<file path="src/rtl/alu_seq_pkg.sv">
// Shared types and constants for the ALU operand sequencer and the ALU mux.
package alu_seq_pkg;

  typedef enum logic [2:0] {
    IDLE,
    LOAD,
    SETTLE,
    CAPTURE,
    REQ,
    DWELL
  } seq_state_t;

  // Opcode map shared with alu_mux; the sequencer scans them in numeric order.
  localparam logic [2:0] OP_ADD = 3'd0;
  localparam logic [2:0] OP_SUB = 3'd1;
  localparam logic [2:0] OP_MUL = 3'd2;
  localparam logic [2:0] OP_AND = 3'd3;
  localparam logic [2:0] OP_OR  = 3'd4;
  localparam logic [2:0] OP_XOR = 3'd5;

  localparam int DISP_NIBBLES = 4;

  function automatic logic [DISP_NIBBLES-1:0][3:0] nibbles(input logic [15:0] value);
    logic [DISP_NIBBLES-1:0][3:0] n;
    for (int i = 0; i < DISP_NIBBLES; i++) begin
      n[i] = value[4*i +: 4];
    end
    return n;
  endfunction

endpackage

</file>
<file path="src/rtl/alu_op_sequencer_if.sv">
// ALU operand/opcode bus plus display req/ack handshake between sequencer and peers.
interface alu_op_sequencer_if #(
  parameter int WIDTH     = 8,
  parameter int RES_WIDTH = 16,
  parameter int OP_WIDTH  = 3
);
  logic [WIDTH-1:0]     num_1_o;
  logic [WIDTH-1:0]     num_2_o;
  logic [OP_WIDTH-1:0]  op_select_o;
  logic [RES_WIDTH-1:0] alu_result_i;
  logic [3:0][3:0]      disp_data_o;
  logic                 disp_req_o;
  logic                 disp_ack_i;

  modport master (
    output num_1_o,
    output num_2_o,
    output op_select_o,
    output disp_data_o,
    output disp_req_o,
    input  alu_result_i,
    input  disp_ack_i
  );

  modport slave (
    input  num_1_o,
    input  num_2_o,
    input  op_select_o,
    input  disp_data_o,
    input  disp_req_o,
    output alu_result_i,
    output disp_ack_i
  );
endinterface

</file>
<file path="src/rtl/alu_seq_timer.sv">
// Loadable down-counter shared by the settle, ack-timeout and dwell intervals.
module alu_seq_timer #(
  parameter int WIDTH = 4
) (
  input  logic             clk_i,
  input  logic             reset_i,
  input  logic             load_i,
  input  logic [WIDTH-1:0] load_value_i,
  input  logic             count_i,
  output logic             zero_o
);

  logic [WIDTH-1:0] count_q;
  logic [WIDTH-1:0] count_d;

  // Load wins over counting; the count parks at zero instead of wrapping.
  always_comb begin
    count_d = count_q;
    if (load_i) begin
      count_d = load_value_i;
    end else if (count_i && (count_q != '0)) begin
      count_d = count_q - 1'b1;
    end
  end

  always_ff @(posedge clk_i) begin
    if (reset_i) begin
      count_q <= '0;
    end else begin
      count_q <= count_d;
    end
  end

  assign zero_o = (count_q == '0);

endmodule

</file>
<file path="src/rtl/alu_op_sequencer.sv">
// Snapshots operands, steps the ALU through every opcode and hands each result
// to the display over a req/ack handshake, dwelling after each update.
module alu_op_sequencer
  import alu_seq_pkg::*;
#(
  parameter int WIDTH         = 8,
  parameter int RES_WIDTH     = 16,
  parameter int OP_WIDTH      = 3,
  parameter int NUM_OPS       = 6,
  parameter int SETTLE_CYCLES = 2,
  parameter int DWELL_CYCLES  = 10_000_000,
  parameter int ACK_TIMEOUT   = 1_000_000
) (
  input  logic             clk_i,
  input  logic             reset_i,
  input  logic             start_i,
  input  logic             auto_i,
  input  logic             abort_i,
  input  logic [WIDTH-1:0] num_1_i,
  input  logic [WIDTH-1:0] num_2_i,
  alu_op_sequencer_if.master bus,
  output logic             busy_o,
  output logic             scan_done_o,
  output logic             timeout_err_o
);

  localparam int MAX_A   = (SETTLE_CYCLES > DWELL_CYCLES) ? SETTLE_CYCLES : DWELL_CYCLES;
  localparam int MAX_CNT = (MAX_A > ACK_TIMEOUT) ? MAX_A : ACK_TIMEOUT;
  localparam int TIMER_W = $clog2(MAX_CNT + 1);
  localparam logic [OP_WIDTH-1:0] LAST_OP = OP_WIDTH'(NUM_OPS - 1);

  seq_state_t state_q;
  seq_state_t state_d;

  logic [WIDTH-1:0]    num_1_q, num_1_d;
  logic [WIDTH-1:0]    num_2_q, num_2_d;
  logic [OP_WIDTH-1:0] op_q, op_d;
  logic [3:0][3:0]     data_q, data_d;
  logic                done_q, done_d;
  logic                err_q, err_d;

  logic               timer_load;
  logic [TIMER_W-1:0] timer_value;
  logic               timer_count;
  logic               timer_zero;
  logic               last_op;
  logic               dwell_done;

  assign last_op    = (op_q == LAST_OP);
  assign dwell_done = (state_q == DWELL) && timer_zero && !abort_i;

  always_ff @(posedge clk_i) begin
    if (reset_i) begin
      state_q <= IDLE;
    end else begin
      state_q <= state_d;
    end
  end

  always_comb begin
    state_d = state_q;
    unique case (state_q)
      IDLE:    if (start_i || auto_i) state_d = LOAD;
      LOAD:    state_d = SETTLE;
      SETTLE:  if (timer_zero) state_d = CAPTURE;
      CAPTURE: state_d = REQ;
      REQ:     if (bus.disp_ack_i || timer_zero) state_d = DWELL;
      DWELL: begin
        if (timer_zero) begin
          if (!last_op)    state_d = SETTLE;
          else if (auto_i) state_d = LOAD;
          else             state_d = IDLE;
        end
      end
      default: state_d = IDLE;
    endcase
    // Abort overrides everything, including a pending start in IDLE.
    if (abort_i) state_d = IDLE;
  end

  always_comb begin
    busy_o         = (state_q != IDLE);
    bus.disp_req_o = (state_q == REQ) && !abort_i;
  end

  // Every timed state is entered from a different state, so a state change is the load strobe.
  always_comb begin
    timer_load  = (state_d != state_q);
    timer_count = (state_q == SETTLE) || (state_q == REQ) || (state_q == DWELL);
    unique case (state_d)
      SETTLE:  timer_value = TIMER_W'(SETTLE_CYCLES - 1);
      REQ:     timer_value = TIMER_W'(ACK_TIMEOUT - 1);
      DWELL:   timer_value = TIMER_W'(DWELL_CYCLES - 1);
      default: timer_value = '0;
    endcase
  end

  alu_seq_timer #(
    .WIDTH (TIMER_W)
  ) u_timer (
    .clk_i        (clk_i),
    .reset_i      (reset_i),
    .load_i       (timer_load),
    .load_value_i (timer_value),
    .count_i      (timer_count),
    .zero_o       (timer_zero)
  );

  always_comb begin
    num_1_d = num_1_q;
    num_2_d = num_2_q;
    op_d    = op_q;
    data_d  = data_q;
    done_d  = 1'b0;
    err_d   = err_q;

    if ((state_q == LOAD) && (state_d == SETTLE)) begin
      num_1_d = num_1_i;
      num_2_d = num_2_i;
      op_d    = '0;
    end

    if ((state_q == CAPTURE) && (state_d == REQ)) begin
      data_d = nibbles(16'(bus.alu_result_i));
    end

    // Leaving REQ for DWELL without an ack can only mean the timeout expired.
    if ((state_q == REQ) && (state_d == DWELL) && !bus.disp_ack_i) begin
      err_d = 1'b1;
    end

    if (dwell_done) begin
      if (last_op) begin
        op_d   = '0;
        done_d = 1'b1;
      end else begin
        op_d = op_q + 1'b1;
      end
    end
  end

  always_ff @(posedge clk_i) begin
    if (reset_i) begin
      num_1_q <= '0;
      num_2_q <= '0;
      op_q    <= '0;
      data_q  <= '0;
      done_q  <= 1'b0;
      err_q   <= 1'b0;
    end else begin
      num_1_q <= num_1_d;
      num_2_q <= num_2_d;
      op_q    <= op_d;
      data_q  <= data_d;
      done_q  <= done_d;
      err_q   <= err_d;
    end
  end

  assign bus.num_1_o     = num_1_q;
  assign bus.num_2_o     = num_2_q;
  assign bus.op_select_o = op_q;
  assign bus.disp_data_o = data_q;
  assign scan_done_o     = done_q;
  assign timeout_err_o   = err_q;

endmodule

</file>
<file path="src/flat_wrapper.sv">
// flat-port wrapper written by rule: the top's interface ports become plain ports
module alu_op_sequencer_flat import alu_seq_pkg::*;
#(
  parameter int WIDTH         = 8,
  parameter int RES_WIDTH     = 16,
  parameter int OP_WIDTH      = 3,
  parameter int NUM_OPS       = 6,
  parameter int SETTLE_CYCLES = 2,
  parameter int DWELL_CYCLES  = 10_000_000,
  parameter int ACK_TIMEOUT   = 1_000_000
)
  (clk_i, reset_i, start_i, auto_i, abort_i, num_1_i, num_2_i, busy_o, scan_done_o, timeout_err_o, bus_num_1_o, bus_num_2_o, bus_op_select_o, bus_disp_data_o, bus_disp_req_o, bus_alu_result_i, bus_disp_ack_i);
  alu_op_sequencer_if #(.WIDTH(WIDTH), .RES_WIDTH(RES_WIDTH), .OP_WIDTH(OP_WIDTH)) bus_i ();
  input  logic clk_i;
  input  logic reset_i;
  input  logic start_i;
  input  logic auto_i;
  input  logic abort_i;
  input  logic [WIDTH-1:0] num_1_i;
  input  logic [WIDTH-1:0] num_2_i;
  output logic busy_o;
  output logic scan_done_o;
  output logic timeout_err_o;
  output wire logic [$bits(bus_i.num_1_o)-1:0] bus_num_1_o;
  output wire logic [$bits(bus_i.num_2_o)-1:0] bus_num_2_o;
  output wire logic [$bits(bus_i.op_select_o)-1:0] bus_op_select_o;
  output wire logic [$bits(bus_i.disp_data_o)-1:0] bus_disp_data_o;
  output wire logic [$bits(bus_i.disp_req_o)-1:0] bus_disp_req_o;
  input wire logic [$bits(bus_i.alu_result_i)-1:0] bus_alu_result_i;
  input wire logic [$bits(bus_i.disp_ack_i)-1:0] bus_disp_ack_i;
  assign bus_num_1_o = bus_i.num_1_o;
  assign bus_num_2_o = bus_i.num_2_o;
  assign bus_op_select_o = bus_i.op_select_o;
  assign bus_disp_data_o = bus_i.disp_data_o;
  assign bus_disp_req_o = bus_i.disp_req_o;
  assign bus_i.alu_result_i = bus_alu_result_i;
  assign bus_i.disp_ack_i = bus_disp_ack_i;
  alu_op_sequencer #(.WIDTH(WIDTH), .RES_WIDTH(RES_WIDTH), .OP_WIDTH(OP_WIDTH), .NUM_OPS(NUM_OPS), .SETTLE_CYCLES(SETTLE_CYCLES), .DWELL_CYCLES(DWELL_CYCLES), .ACK_TIMEOUT(ACK_TIMEOUT)) u_core (.clk_i(clk_i), .reset_i(reset_i), .start_i(start_i), .auto_i(auto_i), .abort_i(abort_i), .num_1_i(num_1_i), .num_2_i(num_2_i), .bus(bus_i), .busy_o(busy_o), .scan_done_o(scan_done_o), .timeout_err_o(timeout_err_o));
endmodule
</file>
<file path="config.mk">
export PLATFORM = sky130hd
export DESIGN_NAME = alu_op_sequencer_flat
export DESIGN_NICKNAME = d
export VERILOG_FILES = /design/src/rtl/alu_seq_pkg.sv /design/src/rtl/alu_op_sequencer_if.sv /design/src/rtl/alu_seq_timer.sv /design/src/rtl/alu_op_sequencer.sv /design/src/flat_wrapper.sv
export SDC_FILE = /design/constraint.sdc
export NUM_CORES = 1
export LEC_CHECK = 0
export ABC_AREA = 1
export CORE_ASPECT_RATIO = 0.9
export CORE_UTILIZATION = 35
export CTS_BUF_LIST = sky130_fd_sc_hd__clkbuf_2 sky130_fd_sc_hd__clkbuf_4 sky130_fd_sc_hd__clkbuf_8
export DETAILED_ROUTE_END_ITERATION = 10
export SLEW_MARGIN = 20
export SYNTH_ARGS = -nofsm -noshare
export SYNTH_HDL_FRONTEND = slang
export SYNTH_HIERARCHICAL = 1
export SYNTH_SLANG_ARGS = --single-unit
</file>
<file path="constraint.sdc">
create_clock -name clk_i -period 3.52 [get_ports clk_i]
set_input_delay 0.352 -clock clk_i [delete_from_list [all_inputs] [get_ports clk_i]]
set_output_delay 0.352 -clock clk_i [all_outputs]
set_load 0.01 [all_outputs]
</file>
---- Yosys cells after proc, flatten, opt, wreduce, memory -nomap -nowiden ----
Index checks and enable logic that the tools add are counted.
word-level totals
  register bits after elaboration ......... 64
  input port bits ......................... 38
  output and inout bits ................... 39
  logic and storage cells ................. 60
cells by class
  add/subtract/negate cells ............... 2
  equality and inequality tests ........... 10
  mux-type cells .......................... 15
  bitwise operators ....................... 1
  reductions and logical operators ........ 21
operators by type and width
  kind                                                 number
  one-hot mux 24 bit (3 select lines)                  1
  two-way mux 24 bit                                   2
  two-way mux 3 bit                                    9
  zero test 24 bit                                     1
  nonzero test 24 bit                                  1
  subtractor 24 x 1 -> 24 bit, second input constant   1
  one-hot mux 3 bit (6 select lines)                   1
  equality test 3 bit, second input constant           5
  equality test 3 x 2 -> 1 bit, second input constant  3
  logical AND 1 bit                                    8
  logical OR 1 bit                                     4
  nonzero test 2 bit                                   2
  adder 3 x 1 -> 3 bit, second input constant          1
  equality test 3 x 1 -> 1 bit, second input constant  1
  zero test 3 bit                                      1
  inequality test 3 bit                                1
  nonzero test 3 bit                                   1
  zero test 1 bit                                      2
  two-way mux 1 bit                                    2
  OR reduction 2 bit                                   1
  NOT 1 bit                                            1

---- Longest topological paths before layout ----
Gate-level depths: netlist (run 1).
  depth in word-level cells ............... 9
  mapped depth ............................ 20
  gate-level depth less buffers ........... 19

---- Hierarchy ----
Netlist (run 1), hierarchy kept.
by module, submodules not included
  module            times used  cells each  area an instance (um2)  seq. area each (um2)
  alu_seq_timer     1           328         1,920.6                 480.5
  alu_op_sequencer  1           232         1,702.9                 800.8

---- Worst setup path after synthesis (run 1) ----
Ideal clock, no wire load.
  kind .................................... reg2reg
  start ................................... register u_core.u_timer.count_q[14]
  end ..................................... register u_core.u_timer.count_q[12]
  setup time .............................. 0.070 ns
  data arrival time ....................... 2.654 ns
  required time ........................... 3.450 ns
  setup slack ............................. 0.796 ns
  stages on the path, launching flop included .. 21
  path buffers ............................ 1
  period minus slack after synthesis ...... 2.724 ns
  cells stage by stage .................... dfxtp_1 nor2_1 nand2_1 nor2_4 nand3_1 nor3_1 nand2_1 nand3_1 o31ai_2 nand2_2 inv_4 nand2_4 nand2_1 nor2_1 nand3_1 inv_1 clkbuf_1 nand3_1 nand2_1 nand2_1 a21oi_1
between the ends
  elaborated cells between the ends (all ways) .. 16
  those cells by class .................... 4 x eq/ne; 7 x mux; 5 x reduce/logical
RTL lines
  element                                                   RTL line                RTL
  from (decl)                                               alu_seq_timer.sv:13     logic [WIDTH-1:0] count_q;
  from (signal assigned)                                    alu_seq_timer.sv:30     count_q <= count_d;
  zero test 24 bit (*)                                      alu_seq_timer.sv:34     assign zero_o = (count_q == '0);
  via u_core.timer_zero                                     alu_op_sequencer.sv:45  logic timer_zero;
  logical OR 1 bit                                          alu_op_sequencer.sv:67  REQ: if (bus.disp_ack_i || timer_zero) state_d = DWELL;
  two-way mux 3 bit                                         alu_op_sequencer.sv:67
  one-hot mux 3 bit (6 select lines) (*)                    alu_op_sequencer.sv:62  unique case (state_q)
  two-way mux 3 bit (*)                                     alu_op_sequencer.sv:78  if (abort_i) state_d = IDLE;
  inequality test 3 bit (*)                                 alu_op_sequencer.sv:88  timer_load = (state_d != state_q);
  via u_core.timer_load                                     alu_op_sequencer.sv:42  logic timer_load;
  two-way mux 24 bit or nonzero test 2 bit (tied branches)  -
The timed path passes the listed nets; every way through them passes the cells marked *.
A chain may end at the register's enable or synchronous reset.

---- Worst setup path after layout (run 1) ----
  start ................................... register u_core.u_timer.count_q[8]
  end ..................................... register u_core.u_timer.count_q[11]
Same word-level chain as after synthesis.

==> results of run 1 <==
[power by group]
part           internal [mW]  switching [mW]
clock network          0.353           0.303
registers              0.756          0.0434
logic                  0.218           0.387
[stage by stage]
stage / total power, mW / worst slack [ns] / std cells
5_1_grt: 2.20 / 0.0730 / 767
3_5_place_dp: 1.41 / 0.258 / 751
6_report: 2.06 / 0.483 / 767
3_3_place_gp: 1.41 / 0.372 / 751
4_1_cts: 2.07 / 0.210 / 767
2_1_floorplan: 1.26 / 0.796 / 565
[flip-flops by register name (all words and copies together), names as in the netlist]
signal	cells
u_core/bus.num_2_o	8
u_core/scan_done_o	1
u_core/bus.num_1_o	8
u_core/u_timer/count_q	24
u_core/state_q	3
u_core/bus.op_select_o	3
u_core/timeout_err_o	1
u_core/bus.disp_data_o	16
[Yosys cell counts (2+ instances only)]
cell type,number
or2_2,2
a21oi_1,44
buf_6,3
clkbuf_1,9
nand4_1,7
nand2_4,3
a21oi_2,2
nand2_1,176
nand3_1,57
nor2_2,9
dfxtp_1,64
buf_1,2
ha_1,2
buf_4,3
inv_1,37
o21ai_0,16
nand2_2,6
inv_4,2
nor3_2,5
inv_2,4
nor2_4,5
xor2_1,4
nor2_1,83
buf_8,2
[cell families after synthesis]
group                      after synthesis  share of synthesized area
AOI/OAI and AO/OA                       67                      0.101
xor gates and xnor gates                 5                     0.0121
adders and majority gates                2                    0.00690
buffers and inverters                   64                     0.0836
DFF                                     64                      0.354
other                                    1                    0.00103
and+or+nand+nor                        357                      0.442
[worst min-delay path, stage by stage (launching register included)]
cell and delay [ns]:
dfxtp_1 0.32, inv_1 0.05, a21oi_1 0.05
[timing repair]
action	4_1_cts	5_1_grt
hold endpoints to repair	0	0
gates resized for setup	0	2
endpoints found under the setup margin	0	19
[routing by layer]
metal  global-route usage  up-vias  wire [µm]
met2                0.316      114       4500
met5                    0        -          0
met3               0.0754        7        824
met4               0.0523        0         69
li1                     -     1931          -
met1                0.251     1718       4630
[cells in the final DEF, fill, tap and decap left out, types with 5 or more instances in the layout]
| cell | Yosys | routed |
|---|---|---|
| nand2_1 | 176 | 176 |
| nor2_1 | 83 | 83 |
| clkdlybuf4s50_1 | 0 | 75 |
| dfxtp_1 | 64 | 64 |
| nand3_1 | 57 | 57 |
| a21oi_1 | 44 | 44 |
| inv_1 | 37 | 37 |
| o21ai_0 | 16 | 16 |
| clkbuf_8 | 0 | 10 |
| nor2_2 | 9 | 9 |
| nand4_1 | 7 | 7 |
| nand2_2 | 6 | 6 |
| nor3_2 | 5 | 6 |
| conb_1 | 1 | 6 |
| nor2_4 | 5 | 5 |
[final cells by class]
class / instances / area, µm² / area share
Multi-Input combinational cell: 437 / 2070 / 0.444
Inverter: 44 / 170 / 0.0365
Tap cell: 126 / 158 / 0.0338
Timing Repair Buffer: 80 / 786 / 0.168
Clock buffer: 11 / 145 / 0.0311
Clock inverter: 5 / 56.3 / 0.0121
Sequential cell: 64 / 1280 / 0.275
[worst paths after layout]
kind | end | slack, ns | cells after the start
setup / recovery | u_core/u_timer/count_q[11]$_SDFFE_PP0P_ | 0.48 | 18
hold / removal | u_core/timeout_err_o$_SDFFE_PP0P_ | 0.46 | 2
setup reg to reg | u_core/u_timer/count_q[11]$_SDFFE_PP0P_ | 0.48 | 18
hold reg to reg | u_core/timeout_err_o$_SDFFE_PP0P_ | 0.46 | 2
==> flow_summary.toml, run 1 <==
[outcome]
status = "complete, no violations"

[routing]
drtAntennaViolNets = 0
routed_wl_mm = 10.0
drt_iter0_drc = 210
vias = 3770
wire_per_inst_um = 13.1
drcViolationCount = 0
dr.pass1.iters = 5
via_per_inst = 4.92

[synth]
synth_edf_count = 0
synth_area_leader_cell = "dfxtp_1"
netlist.area_leader.share = 0.354
yosysWarningCount = 6
ys_ff_latch = 64
yosysSeqAreaShare = 0.354
ys_top_cells_by_area = "dfxtp_1 (35%), nand2_1 (18%), nor2_1 (8.6%), nand3_1 (7.9%), a21oi_1 (6.1%)"
synth_area_per_cell_um2 = 6.47
yosysUniqueCellTypes = 37
synth-main-ff-cell = "dfxtp_1"
syn_area_um2 = 3620
syn_inst = 560
synthArstFlopShare = 0

[final_layout]
fin_area_um2 = 4670
layout-drive-gt1-share = 0.101
post-route-util = 0.473
fill_cells = 1045
area.growth.synth_to_final_pct = 28.8
antenna_cells = 0
nets = 676

[cts]
clock_path_buffers = 2
htreeDepth = 3
clkSinkCount = 64
root_buffer = "clkbuf_8"
tritoncts = "yes"
cts_setup_buffers = 0
clk_latency_ns = 0.34
ctsHoldBuffers = 0
cts_buffers = 9
cts.reportedPaths.clkPinSlew_ns = 0.08

[worst_hold_path]
hold_path.class = "flop to flop"
hold_path_startpoint = "u_core/timeout_err_o$_SDFFE_PP0P_"

[placed_design]
placed_area_um2 = 4450
dp_hpwl_mm = 7.03
place.gp.congestion = 0.808
port_buffers = 76

[worst_setup_path]
cp_top_family = "simple AND/OR/NAND/NOR gates"
cp-end-kind = "flop"
slowest_stage = "dfxtp_1"
crit_type = "flop to flop"
path_max_fanout = 25
r2r_start = "u_core/u_timer/count_q[8]$_SDFFE_PP0P_"
worstSetupStartpoint = "u_core/u_timer/count_q[8]$_SDFFE_PP0P_"
required_ns = 3.79
critPathBufInv = 2
critPathArrivalTime_ns = 3.31
path_cells = "nor2_2 > nand2_2 > nor2_4 > nand3_1 > nor3_2 > nand2_1 > nand3_1 > o31ai_2 > nand2_2 > inv_4 > nand2_4 > nand2_1 > nor2_1 > nand3_1 > buf_4 > a21oi_4 > nand2_1 > a21oi_1"
start_kind = "flop"
cpPeakStageDelay_ns = 0.37

[die]
die_area_um2 = 10800
pin_count = 77
core_region_area_um2 = 9870
die_x_um = 109
start_util = 0.367
rows = 34
dieHeight_um = 98.5

[timing]
rsz0062_at_grt = "no"
setup_viol = 0
finClkSkew_ns = 0.0120
fin_tns_setup_ns = 0
maxSlewViolCount = 0
timing.final.crit_share = 0.863
worst_hold_slack_ns = 0.458
worst_pin_slew_ns = 0.674
period_needed_ns = 3.04
fmaxAchievable_mhz = 329
maxSlewHeadroom = 0.550
finalHoldViolCount = 0

[grt]
grt_pass1_wl_mm = 16.9
grt_remaining_overflow = 0
grt_max_degree = 33
grt_antenna_before_repair = 0
first_global_vias = 3649
grt.total_usage = 0.199

[power]
p_per_area_nw_per_um2 = 442
peakVddDrop_uv = 248
p_leak_nw = 1.91

[run]
maxCapViolCount = 0
(Power assumes the default switching activity.)
==> inputs of run 2 (changes only) <==
- CORE_ASPECT_RATIO: 0.9 -> default
- GPL_TIMING_DRIVEN: default -> 0
==> flow_summary.toml, run 2 (same netlist as run 1, synthesis figures left out) <==
[outcome]
status = "complete, no violations"

[cts]
clkSinkCount = 64
ctsHoldBuffers = 0
cts_setup_buffers = 0
tritoncts = "yes"
htreeDepth = 3
cts_buffers = 9
clk_latency_ns = 0.34
clock_path_buffers = 2
cts.reportedPaths.clkPinSlew_ns = 0.08
root_buffer = "clkbuf_8"

[final_layout]
fill_cells = 1032
layout-drive-gt1-share = 0.111
seq_area_um2 = 1280
final_common_cell = "nand2_1"
nets = 692
final_cell_mix = "nand2_1 (176), nor2_1 (83), clkdlybuf4s50_1 (76), dfxtp_1 (64), nand3_1 (56)"
area.growth.synth_to_final_pct = 33.5
antenna_cells = 0
multi_input_area_um2 = 2070
largest_reg_flops = 24
post-route-util = 0.488
regMostFlops = "u_core/u_timer/count_q"

[worst_setup_path]
crit_type = "flop to flop"
required_ns = 3.80
cp-end-kind = "flop"
critPathArrivalTime_ns = 3.36
path_max_fanout = 10
start_kind = "flop"

[power]
power_mw = 2.25
p_per_area_nw_per_um2 = 464
peakVddDrop_uv = 209
p_leak_nw = 1.98

[grt]
grt_max_degree = 17
first_global_vias = 3584
grt_pass1_wl_mm = 16.9
grt_remaining_overflow = 0
grt_antenna_before_repair = 0
grt.total_usage = 0.193

[routing]
drcViolationCount = 0
via_per_inst = 4.76
vias = 3757
dr.pass1.iters = 5
wire_per_inst_um = 12.8
routed_wl_mm = 10.1
drt_iter0_drc = 160
drtAntennaViolNets = 0

[timing]
finClkSkew_ns = 0.00820
timing.final.crit_share = 0.874
rsz0062_at_grt = "no"
fin_ws_ns = 0.443
maxSlewHeadroom = 0.630
fmaxAchievable_mhz = 325
maxSlewViolCount = 0
finalHoldViolCount = 0
period_needed_ns = 3.08
worst_pin_slew_ns = 0.553
setup_viol = 0

[run]
maxCapViolCount = 0

[die]
die_x_um = 104
core_region_area_um2 = 9910
start_util = 0.366
die_area_um2 = 10800
rows = 36
dieHeight_um = 104
pin_count = 77

[placed_design]
port_buffers = 76
place.gp.congestion = 0.916
pre_cts_ws_ns = -0.0205
dp_hpwl_mm = 7.42

[worst_hold_path]
hold_path.class = "flop to flop"
run 2: cell count changes in the layout (fill, tap and decap cells not counted), sizes merged:
| cell | delta |
|---|---|
| clkbuf | +8 |
| buf | +6 |
| bufinv | +2 |
| clkinv | -2 |
| clkdlybuf4s50 | +1 |
| inv | +1 |
run 2: metrics by stage:
step | setup TNS, ns | hold WS (ns) | cells | instance area [µm²]
floorplan | 0 | 0.474 | 565 | 3640
global placement | 0 | 0.440 | 774 | 4570
detailed placement | -0.0205 | 0.450 | 774 | 4570
CTS | 0 | 0.465 | 790 | 4820
global route | 0 | 0.486 | 790 | 4840
finish | 0 | 0.462 | 790 | 4840
run 2: final cells by class:
cell class	instances	area share
well taps	133	0.0344
flip-flops and latches	64	0.265
inverters	44	0.0357
multi-input cells	437	0.428
plain buffers	20	0.0279
clock inverters	6	0.0238
repair buffers	76	0.157
clock buffers	10	0.0285
run 2: path summary, 6_finish.rpt:
| path | from | end | slack (ns) | cells after the start |
|---|---|---|---|---|
| max | u_core/u_timer/count_q[8]$_SDFFE_PP0P_ | u_core/u_timer/count_q[22]$_SDFFE_PP0P_ | 0.44 | 20 |
| min | u_core/bus.disp_data_o[2]$_SDFFE_PP0P_ | u_core/bus.disp_data_o[2]$_SDFFE_PP0P_ | 0.46 | 2 |
| max reg2reg | u_core/u_timer/count_q[8]$_SDFFE_PP0P_ | u_core/u_timer/count_q[22]$_SDFFE_PP0P_ | 0.44 | 20 |
| min reg2reg | u_core/bus.disp_data_o[2]$_SDFFE_PP0P_ | u_core/bus.disp_data_o[2]$_SDFFE_PP0P_ | 0.46 | 2 |
run 2: timing repair:
action,CTS,global route
setup endpoints to repair,5,22
pin swaps,0,0
resized for setup,2,4
run 2: power by group:
group / leakage, nW / total, mW / switching [mW] / internal, mW
logic: 1.34 / 0.630 / 0.400 / 0.230
registers: 0.519 / 0.798 / 0.0421 / 0.756
clock network: 0.123 / 0.818 / 0.325 / 0.494
run 2: worst max-delay path, cell delays in order (launching register included):
cell and delay [ns]:
dfxtp_1 0.39, nor2_2 0.20, nand2_2 0.10, nor2_4 0.16, nand3_1 0.12, nor3_2 0.24, nand2_1 0.12, nand3_1 0.11
o31ai_2 0.09, nand2_2 0.14, inv_4 0.09, nand2_4 0.11, nand2_1 0.07, nor2_1 0.12, nand3_2 0.15, inv_4 0.16
nand3_2 0.19, buf_6 0.21, nor2_1 0.13, nor2_1 0.06, nor2_1 0.07
run 2: per-layer routing:
metal	track usage	vias up	part of all wire
li1	-	1959	-
met1	0.232	1675	0.43
met2	0.319	112	0.47
met3	0.0623	11	0.084
met4	0.0724	0	0.015
met5	0	-	0
